==> src/rtl/pc_push_sequencer_if.sv <==
// pc_push_sequencer_if
//   Handshake and data-memory write bus between the control unit, the
//   pc_push_sequencer and the data-memory write port.
//   Optional feature macro: PC_PUSH_FLAGS_EN (adds the 4-bit flags field).
//   Signals:
//     call_req, int_req : push requests, level held until ack
//     ret_pc[31:0]      : return address, sampled in the accept cycle
//     flags[3:0]        : condition flags (PC_PUSH_FLAGS_EN only)
//     pop_req           : pop path consumed a two-word PC frame
//     ack               : accept pulse (combinational in IDLE)
//     busy              : push sequence in progress
//     mem_wr/mem_addr/mem_wdata : data-memory write port
//     sp                : current stack pointer (next free word)
//     done              : pulse coincident with the final write
//   Modports: master = control side, slave = sequencer.
interface pc_push_sequencer_if #(
  parameter int unsigned ADDR_WIDTH = 20
);
  logic                  call_req;
  logic                  int_req;
  logic [31:0]           ret_pc;
`ifdef PC_PUSH_FLAGS_EN
  logic [3:0]            flags;
`endif
  logic                  pop_req;
  logic                  ack;
  logic                  busy;
  logic                  mem_wr;
  logic [ADDR_WIDTH-1:0] mem_addr;
  logic [15:0]           mem_wdata;
  logic [ADDR_WIDTH-1:0] sp;
  logic                  done;

  modport master (
    output call_req, int_req, ret_pc, pop_req,
`ifdef PC_PUSH_FLAGS_EN
    output flags,
`endif
    input  ack, busy, mem_wr, mem_addr, mem_wdata, sp, done
  );

  modport slave (
    input  call_req, int_req, ret_pc, pop_req,
`ifdef PC_PUSH_FLAGS_EN
    input  flags,
`endif
    output ack, busy, mem_wr, mem_addr, mem_wdata, sp, done
  );
endinterface

==> src/rtl/pc_push_sequencer.sv <==
// pc_push_sequencer
//   Pushes the return PC (high word, then low word) and, for interrupts when
//   PC_PUSH_FLAGS_EN is defined, the flags word onto the data-memory stack.
//   Owns the stack pointer: decrements on each pushed word, +2 on pop_req.
//   Ports:
//     clk  : rising-edge clock
//     rst  : synchronous active-low reset
//     bus  : pc_push_sequencer_if.slave (requests, ack/busy/done, write port, sp)
//   Optional feature macro: PC_PUSH_FLAGS_EN.
module pc_push_sequencer #(
  parameter int unsigned           ADDR_WIDTH = 20,
  parameter logic [ADDR_WIDTH-1:0] SP_RESET   = 20'hFFFFF
) (
  input  logic                clk,
  input  logic                rst,
  pc_push_sequencer_if.slave  bus
);

  typedef enum logic [1:0] {
    IDLE,
    PUSH_HI,
    PUSH_LO
`ifdef PC_PUSH_FLAGS_EN
    , PUSH_FLG
`endif
  } state_t;

  state_t                state_q;
  logic [ADDR_WIDTH-1:0] sp_q;
  logic [31:0]           pc_q;
`ifdef PC_PUSH_FLAGS_EN
  logic [3:0]            flags_q;
  logic                  is_int_q;
`endif
  logic                  mem_wr_q;
  logic [ADDR_WIDTH-1:0] mem_addr_q;
  logic [15:0]           mem_wdata_q;
  logic                  done_q;
  logic                  busy_q;
  logic                  accept;

  // Pop wins over any pending request; interrupts win over calls.
  assign accept = (state_q == IDLE) && !bus.pop_req &&
                  (bus.int_req || bus.call_req);

  assign bus.ack       = accept;
  assign bus.busy      = busy_q;
  assign bus.mem_wr    = mem_wr_q;
  assign bus.mem_addr  = mem_addr_q;
  assign bus.mem_wdata = mem_wdata_q;
  assign bus.sp        = sp_q;
  assign bus.done      = done_q;

  // Write-port outputs are loaded one edge ahead of the state that owns the
  // write, so each state sees its own address/data already registered.
  always_ff @(posedge clk) begin
    if (!rst) begin
      state_q     <= IDLE;
      sp_q        <= SP_RESET;
      pc_q        <= '0;
`ifdef PC_PUSH_FLAGS_EN
      flags_q     <= '0;
      is_int_q    <= 1'b0;
`endif
      mem_wr_q    <= 1'b0;
      mem_addr_q  <= '0;
      mem_wdata_q <= '0;
      done_q      <= 1'b0;
      busy_q      <= 1'b0;
    end else begin
      case (state_q)
        IDLE: begin
          if (bus.pop_req) begin
            sp_q <= sp_q + ADDR_WIDTH'(2);
          end else if (accept) begin
            pc_q        <= bus.ret_pc;
`ifdef PC_PUSH_FLAGS_EN
            flags_q     <= bus.flags;
            is_int_q    <= bus.int_req;
`endif
            state_q     <= PUSH_HI;
            busy_q      <= 1'b1;
            mem_wr_q    <= 1'b1;
            mem_addr_q  <= sp_q;
            mem_wdata_q <= bus.ret_pc[31:16];
            done_q      <= 1'b0;
          end
        end
        PUSH_HI: begin
          sp_q        <= sp_q - ADDR_WIDTH'(1);
          state_q     <= PUSH_LO;
          mem_addr_q  <= sp_q - ADDR_WIDTH'(1);
          mem_wdata_q <= pc_q[15:0];
`ifdef PC_PUSH_FLAGS_EN
          done_q      <= !is_int_q;
`else
          done_q      <= 1'b1;
`endif
        end
        PUSH_LO: begin
          sp_q <= sp_q - ADDR_WIDTH'(1);
`ifdef PC_PUSH_FLAGS_EN
          if (is_int_q) begin
            state_q     <= PUSH_FLG;
            mem_addr_q  <= sp_q - ADDR_WIDTH'(1);
            mem_wdata_q <= {12'h000, flags_q};
            done_q      <= 1'b1;
          end else begin
            state_q     <= IDLE;
            busy_q      <= 1'b0;
            mem_wr_q    <= 1'b0;
            mem_addr_q  <= '0;
            mem_wdata_q <= '0;
            done_q      <= 1'b0;
          end
`else
          state_q     <= IDLE;
          busy_q      <= 1'b0;
          mem_wr_q    <= 1'b0;
          mem_addr_q  <= '0;
          mem_wdata_q <= '0;
          done_q      <= 1'b0;
`endif
        end
`ifdef PC_PUSH_FLAGS_EN
        PUSH_FLG: begin
          sp_q        <= sp_q - ADDR_WIDTH'(1);
          state_q     <= IDLE;
          busy_q      <= 1'b0;
          mem_wr_q    <= 1'b0;
          mem_addr_q  <= '0;
          mem_wdata_q <= '0;
          done_q      <= 1'b0;
        end
`endif
        default: begin
          state_q     <= IDLE;
          busy_q      <= 1'b0;
          mem_wr_q    <= 1'b0;
          mem_addr_q  <= '0;
          mem_wdata_q <= '0;
          done_q      <= 1'b0;
        end
      endcase
    end
  end

endmodule

==> src/flat_wrapper.sv <==
// flat-port wrapper written by rule: the top's interface ports become plain ports
module pc_push_sequencer_flat 
#(
  parameter int unsigned           ADDR_WIDTH = 20,
  parameter logic [ADDR_WIDTH-1:0] SP_RESET   = 20'hFFFFF
)
  (clk, rst, bus_call_req, bus_int_req, bus_ret_pc, bus_pop_req, bus_ack, bus_busy, bus_mem_wr, bus_mem_addr, bus_mem_wdata, bus_sp, bus_done);
  pc_push_sequencer_if #(.ADDR_WIDTH(ADDR_WIDTH)) bus_i ();
  input  logic clk;
  input  logic rst;
  input wire logic [$bits(bus_i.call_req)-1:0] bus_call_req;
  input wire logic [$bits(bus_i.int_req)-1:0] bus_int_req;
  input wire logic [$bits(bus_i.ret_pc)-1:0] bus_ret_pc;
  input wire logic [$bits(bus_i.pop_req)-1:0] bus_pop_req;
  output wire logic [$bits(bus_i.ack)-1:0] bus_ack;
  output wire logic [$bits(bus_i.busy)-1:0] bus_busy;
  output wire logic [$bits(bus_i.mem_wr)-1:0] bus_mem_wr;
  output wire logic [$bits(bus_i.mem_addr)-1:0] bus_mem_addr;
  output wire logic [$bits(bus_i.mem_wdata)-1:0] bus_mem_wdata;
  output wire logic [$bits(bus_i.sp)-1:0] bus_sp;
  output wire logic [$bits(bus_i.done)-1:0] bus_done;
  assign bus_i.call_req = bus_call_req;
  assign bus_i.int_req = bus_int_req;
  assign bus_i.ret_pc = bus_ret_pc;
  assign bus_i.pop_req = bus_pop_req;
  assign bus_ack = bus_i.ack;
  assign bus_busy = bus_i.busy;
  assign bus_mem_wr = bus_i.mem_wr;
  assign bus_mem_addr = bus_i.mem_addr;
  assign bus_mem_wdata = bus_i.mem_wdata;
  assign bus_sp = bus_i.sp;
  assign bus_done = bus_i.done;
  pc_push_sequencer #(.ADDR_WIDTH(ADDR_WIDTH), .SP_RESET(SP_RESET)) u_core (.clk(clk), .rst(rst), .bus(bus_i));
endmodule
==> config.mk <==
export PLATFORM = sky130hd
export DESIGN_NAME = pc_push_sequencer_flat
export DESIGN_NICKNAME = d
export VERILOG_FILES = /design/src/rtl/pc_push_sequencer_if.sv /design/src/rtl/pc_push_sequencer.sv /design/src/flat_wrapper.sv
export SDC_FILE = /design/constraint.sdc
export NUM_CORES = 1
export LEC_CHECK = 0
export CAP_MARGIN = 20
export CORE_MARGIN = 3
export CORE_UTILIZATION = 47
export DETAILED_ROUTE_END_ITERATION = 8
export MAX_ROUTING_LAYER = met4
export PLACE_DENSITY = 0.8
export RECOVER_POWER = 50
export SYNTH_ARGS = -nofsm -noshare
export SYNTH_HDL_FRONTEND = slang
export SYNTH_SLANG_ARGS = --single-unit
==> constraint.sdc <==
create_clock -name clk -period 3.9 [get_ports clk]
set_clock_uncertainty 0.05 [all_clocks]
set_input_delay 0.78 -clock clk [delete_from_list [all_inputs] [get_ports clk]]
set_output_delay 0.78 -clock clk [all_outputs]
set_load 0.02 [all_outputs]
Yosys cells after proc, flatten, opt, wreduce, memory -nomap -nowiden
Cells that the tools add are included.
{ "op_classes": {"n_addsub": 2, "multipliers": 0, "n_div": 0, "magnitude_cmp": 0, "n_eq_ne": 5, "shifts": 0, "n_mux": 17, "bitwise": 2, "n_reduce_logical": 11} }
{ "op_table": {"columns": ["operator", "count"], "rows": [
  ["one-hot mux 20 bit (2 select lines)", 2],
  ["2-to-1 mux 20 bit", 3],
  ["2-to-1 mux 16 bit", 2],
  ["one-hot mux 16 bit (2 select lines)", 1],
  ["adder 20 x 2 -> 20 bit (second input constant)", 1],
  ["subtractor 20 x 1 -> 20 bit (second input constant)", 1],
  ["!= test 2 bit (second input constant)", 3],
  ["AND reduction 3 bit", 2],
  ["2-to-1 mux 1 bit", 4],
  ["2-to-1 mux 2 bit", 2],
  ["one-hot mux 1 bit (2 select lines)", 2],
  ["one-hot mux 2 bit (2 select lines)", 1],
  ["AND reduction 2 bit", 2],
  ["equality test 2 x 1 -> 1 bit (second input constant)", 1],
  ["equality test 2 bit (second input constant)", 1],
  ["logical AND 1 bit", 2],
  ["zero test 2 bit", 1],
  ["inverter 1 bit", 2],
  ["nonzero test 2 bit", 1],
  ["OR reduction 2 bit", 1],
  ["zero test 1 bit", 1],
  ["logical OR 1 bit", 1]
]} }
{ "totals": {"register_bits": 76, "latch_bits": 0, "ramBits": 0, "mem_bits_ro": 0, "output_inout_bits": 60, "elab_cells": 44, "n_memories": 0} }

Longest topological paths before layout
{ "depth": {"ltp_word": 6, "depth_mapped": 9, "depth_no_buf": 7} }

Least setup slack after synthesis
Ideal clock, no wire load.
{ "synth_timing": {"path_kind": "input-to-output", "startpoint": "input port bus_pop_req", "endpoint": "output port bus_ack", "arrival_time_ps": 1804, "required_ps": 3070, "slack_ps": 1266, "cell_stages": 5, "n_path_buf": 2, "path_cell_list": "clkbuf_1 nor2b_1 o21ai_1 clkinv_1 buf_1"} }
{ "synth_via": {"elab_chain_cells": 3} }
{ "synth_rtl": {"columns": ["item", "line_no", "rtl"], "rows": [
  ["start, declared", "flat_wrapper.sv:14", "input wire logic [$bits(bus_i.pop_req)-1:0] bus_pop_req;"],
  ["zero test 1 bit", "pc_push_sequencer.sv:43", "assign accept = (state_q == IDLE) && !bus.pop_req &&"],
  ["logical AND 1 bit (2 in series)", "pc_push_sequencer.sv:43", null],
  ["end, declared", "flat_wrapper.sv:15", "output wire logic [$bits(bus_i.ack)-1:0] bus_ack;"]
]} }
No other way between the ends.

Final worst setup path
Ends and elaborated chain as after synthesis.

==> results.py <==
metrics = {
    "floorplan": {
        "coreArea_um2": 7970,
        "io_pins": 97,
        "start_util_pct": 50.0,
        "dieArea_um2": 9620,
        "fp.dieW_um": 98.1,
        "rows": 32,
        "die_h_um": 98.1,
    },
    "route": {
        "vias": 4078,
        "wl_per_cell_um": 16.6,
        "vias_per_cell": 5.87,
        "drt_first_pass_iters": 5,
        "antenna_left": 0,
        "initialDrtViolationCount": 286,
        "drc_errors": 0,
        "drt-total-wl_um": 11600,
    },
    "synth": {
        "ys.flop_type": "dfxtp_1",
        "yosys_warnings": 0,
        "synth_xor_area_share_pct": 4.84,
        "synth_top_cell_area_share_pct": 37.7,
        "synth-edff-count": 0,
        "seq_area_frac_synth_pct": 37.7,
        "ys_ff_latch": 75,
        "synth_top_family_by_area": "compound AO/OA/AOI/OAI gates",
        "yosys-top-cells-area": "dfxtp_1 38%, o21ai_0 9.4%, nand2_1 8.1%",
        "synthMuxAreaShare_pct": 1.85,
        "synth.net_count": 565,
        "yosys.area_share.adder_pct": 1.88,
        "synth-simple-area-share_pct": 22.9,
        "netlist_area_um2": 3980,
        "synth_cell_types": 56,
        "synth_compound_area_share_pct": 24.5,
        "avgSynthCellArea_um2": 7.63,
        "synth_top_area_cell": "dfxtp_1",
        "netlist_instances": 522,
        "async_flop_share_pct": 0,
    },
    "grt": {
        "overflow": 0,
        "antenna_found_initial": 0,
        "grt_use_total_pct": 24.6,
        "grt_max_degree": 58,
        "grt_pass1_vias": 3962,
        "grt_pass1_wl_um": 19100,
    },
    "cts": {
        "htree_levels": 3,
        "clkLatencyLatePin_ns": 0.35,
        "cts_made_buffers": 9,
        "numClockSinks": 75,
        "cts_tree": "done",
        "clk_pin_slew_ns": 0.09,
        "ctsHoldBuffers": 0,
        "clk_path_buf_depth": 2,
        "cts_setup_buffers": 0,
        "root_buffer": "clkbuf_8",
        "post_cts_resized": 0,
    },
    "sta": {
        "setup_ws_ns": 0.353,
        "fin_crit_sh_pct": 90.9,
        "finalSetupViolations": 0,
        "period_minus_slack_ns": 3.55,
        "relSlewSlack_pct": 3.75,
        "hold_violations": 0,
        "rsz0062_at_grt": "no",
        "finalSetupTns_ns": 0,
        "slew_viol_final": 0,
        "worst_slew_pin_slew_ns": 1.44,
        "fmax_ghz": 0.282,
    },
    "layout": {
        "layout.cells.non_filler": 695,
        "diodes": 0,
        "drive_gt1_share_pct": 6.07,
        "layout_commonest_cell": "nand2_1",
        "fin_nets": 631,
        "mostFrequentLayoutCells": "86 x nand2_1, 76 x o21ai_0, 75 x dfxtp_1",
        "synthToLayoutAreaGrowth_pct": 27.9,
    },
    "critical_path": {
        "path_cells": "dlygate4sd3_1, nor2b_1, o21ai_0, clkinv_1, clkdlybuf4s50_1",
        "endpoint_kind": "primary output",
        "start_kind": "input pin",
        "r2r-end": "u_core.bus.sp[19]",
        "path_class": "in2out",
        "arrival_ns": 2.72,
        "slowest_stage": "dlygate4sd3_1",
        "crit_fanout": 10,
        "crit_required_ns": 3.07,
        "reg2regPathDepth": 8,
        "timing.rr.start": "u_core.bus.sp[2]",
        "max_stage_delay_ns": 0.74,
        "r2r_slack_ns": 0.81,
    },
    "placement": {
        "place_ws_ns": 0.618,
        "gp_congestion": 0.923,
        "dp_hpwl_um": 7730,
        "io_buffer_count": 96,
        "dp_cells": 679,
    },
    "status": {
        "status": "finished, final reports clean",
    },
    "power": {
        "peakVddDrop_uv": 276,
        "p_leak_nw": 1.92,
        "power.density_nw_per_um2": 526,
    },
    "min_path": {
        "hold_path.class": "reg2reg",
        "holdPathEnd": "u_core.bus.mem_wdata[13]",
        "hold_depth": 2,
        "min_from": "u_core.pc_q[13]",
    },
    "flow_run": {
        "drv_cap": 0,
    },
}
## power by group
part | internal [mW] | switching (mW) | total [mW]
Combinational | 0.461 | 0.580 | 1.04
Sequential | 0.891 | 0.185 | 1.08
Clock | 0.241 | 0.322 | 0.563
Total | 1.59 | 1.09 | 2.68
## critical path, delay by kind of cell
kind	cells	cell delay (ns)
AO/OA/AOI/OAI	1	0.28
buffers and inverters	3	1.53
AND/OR/NAND/NOR	1	0.12
## Yosys cell counts (4+ instances only)
cell type / count
nand2_1: 86
dfxtp_1: 75
o21ai_0: 75
a21oi_1: 44
clkbuf_1: 41
nor2_1: 18
a21boi_0: 17
xnor2_1: 17
nand3_1: 14
nor3_1: 13
inv_1: 9
nand4_1: 8
or3_1: 8
ha_1: 6
nand2b_1: 6
and3_1: 5
buf_2: 5
xor2_1: 5
mux2i_1: 4
o211ai_1: 4
o221ai_1: 4
## through the flow
step	cell area [µm²]	power [mW]	util (%)	hold slack, ns
after floorplan	3980	1.75	-	0.380
after global placement	4930	2.12	61.9	0.390
after detailed placement	4930	2.15	61.9	0.404
after CTS	5110	2.71	64.1	0.415
after global routing	5100	2.84	64.0	0.442
final	5100	2.68	64.0	0.410
## how the worst max path moves through the flow
stage	from	end	slack, ns	cells after the start
6_report	bus_pop_req	bus_ack	0.35	5
5_1_grt	bus_pop_req	bus_ack	0.31	5
4_1_cts	bus_pop_req	bus_ack	0.61	5
3_5_place_dp	bus_pop_req	bus_ack	0.62	5
3_3_place_gp	bus_pop_req	bus_ack	0.67	5
2_1_floorplan	bus_pop_req	bus_ack	1.27	5
## area by class of cell
class | count | area, µm²
Sequential cell | 75 | 1500
Clock buffer | 9 | 124
Inverter | 10 | 37.5
Fill cell | 710 | 2870
Clock inverter | 7 | 57.6
Tap cell | 102 | 128
Timing Repair Buffer | 105 | 1020
Multi-Input combinational cell | 387 | 2230
## cell families (layout without fill, tap and decap cells)
logic type	after synthesis	in the layout
AND/OR/NAND/NOR	183	183
AO/OA/AOI/OAI	169	169
flip-flops	75	75
buffers and inverters	60	131
XOR/XNOR	22	22
multiplexers	7	7
adder cells (fa/ha/maj)	6	6
## registers in the layout, summed over array words and instances (netlist names)
name	count
u_core.pc_q	16
u_core.bus.mem_wr	1
u_core.bus.mem_wdata	16
u_core.bus.mem_addr	20
u_core.bus.sp	20
u_core.state_q	2
## layer usage
metal	global-route usage (%)	wire length, µm	vias to the layer above
met2	38.4	5390	177
met1	31.5	5150	1912
li1	-	-	1965
met3	5.43	836	24
met4	8.73	178	0
met5	-	0	-
No activity file was read; power rests on OpenSTA's default activity.
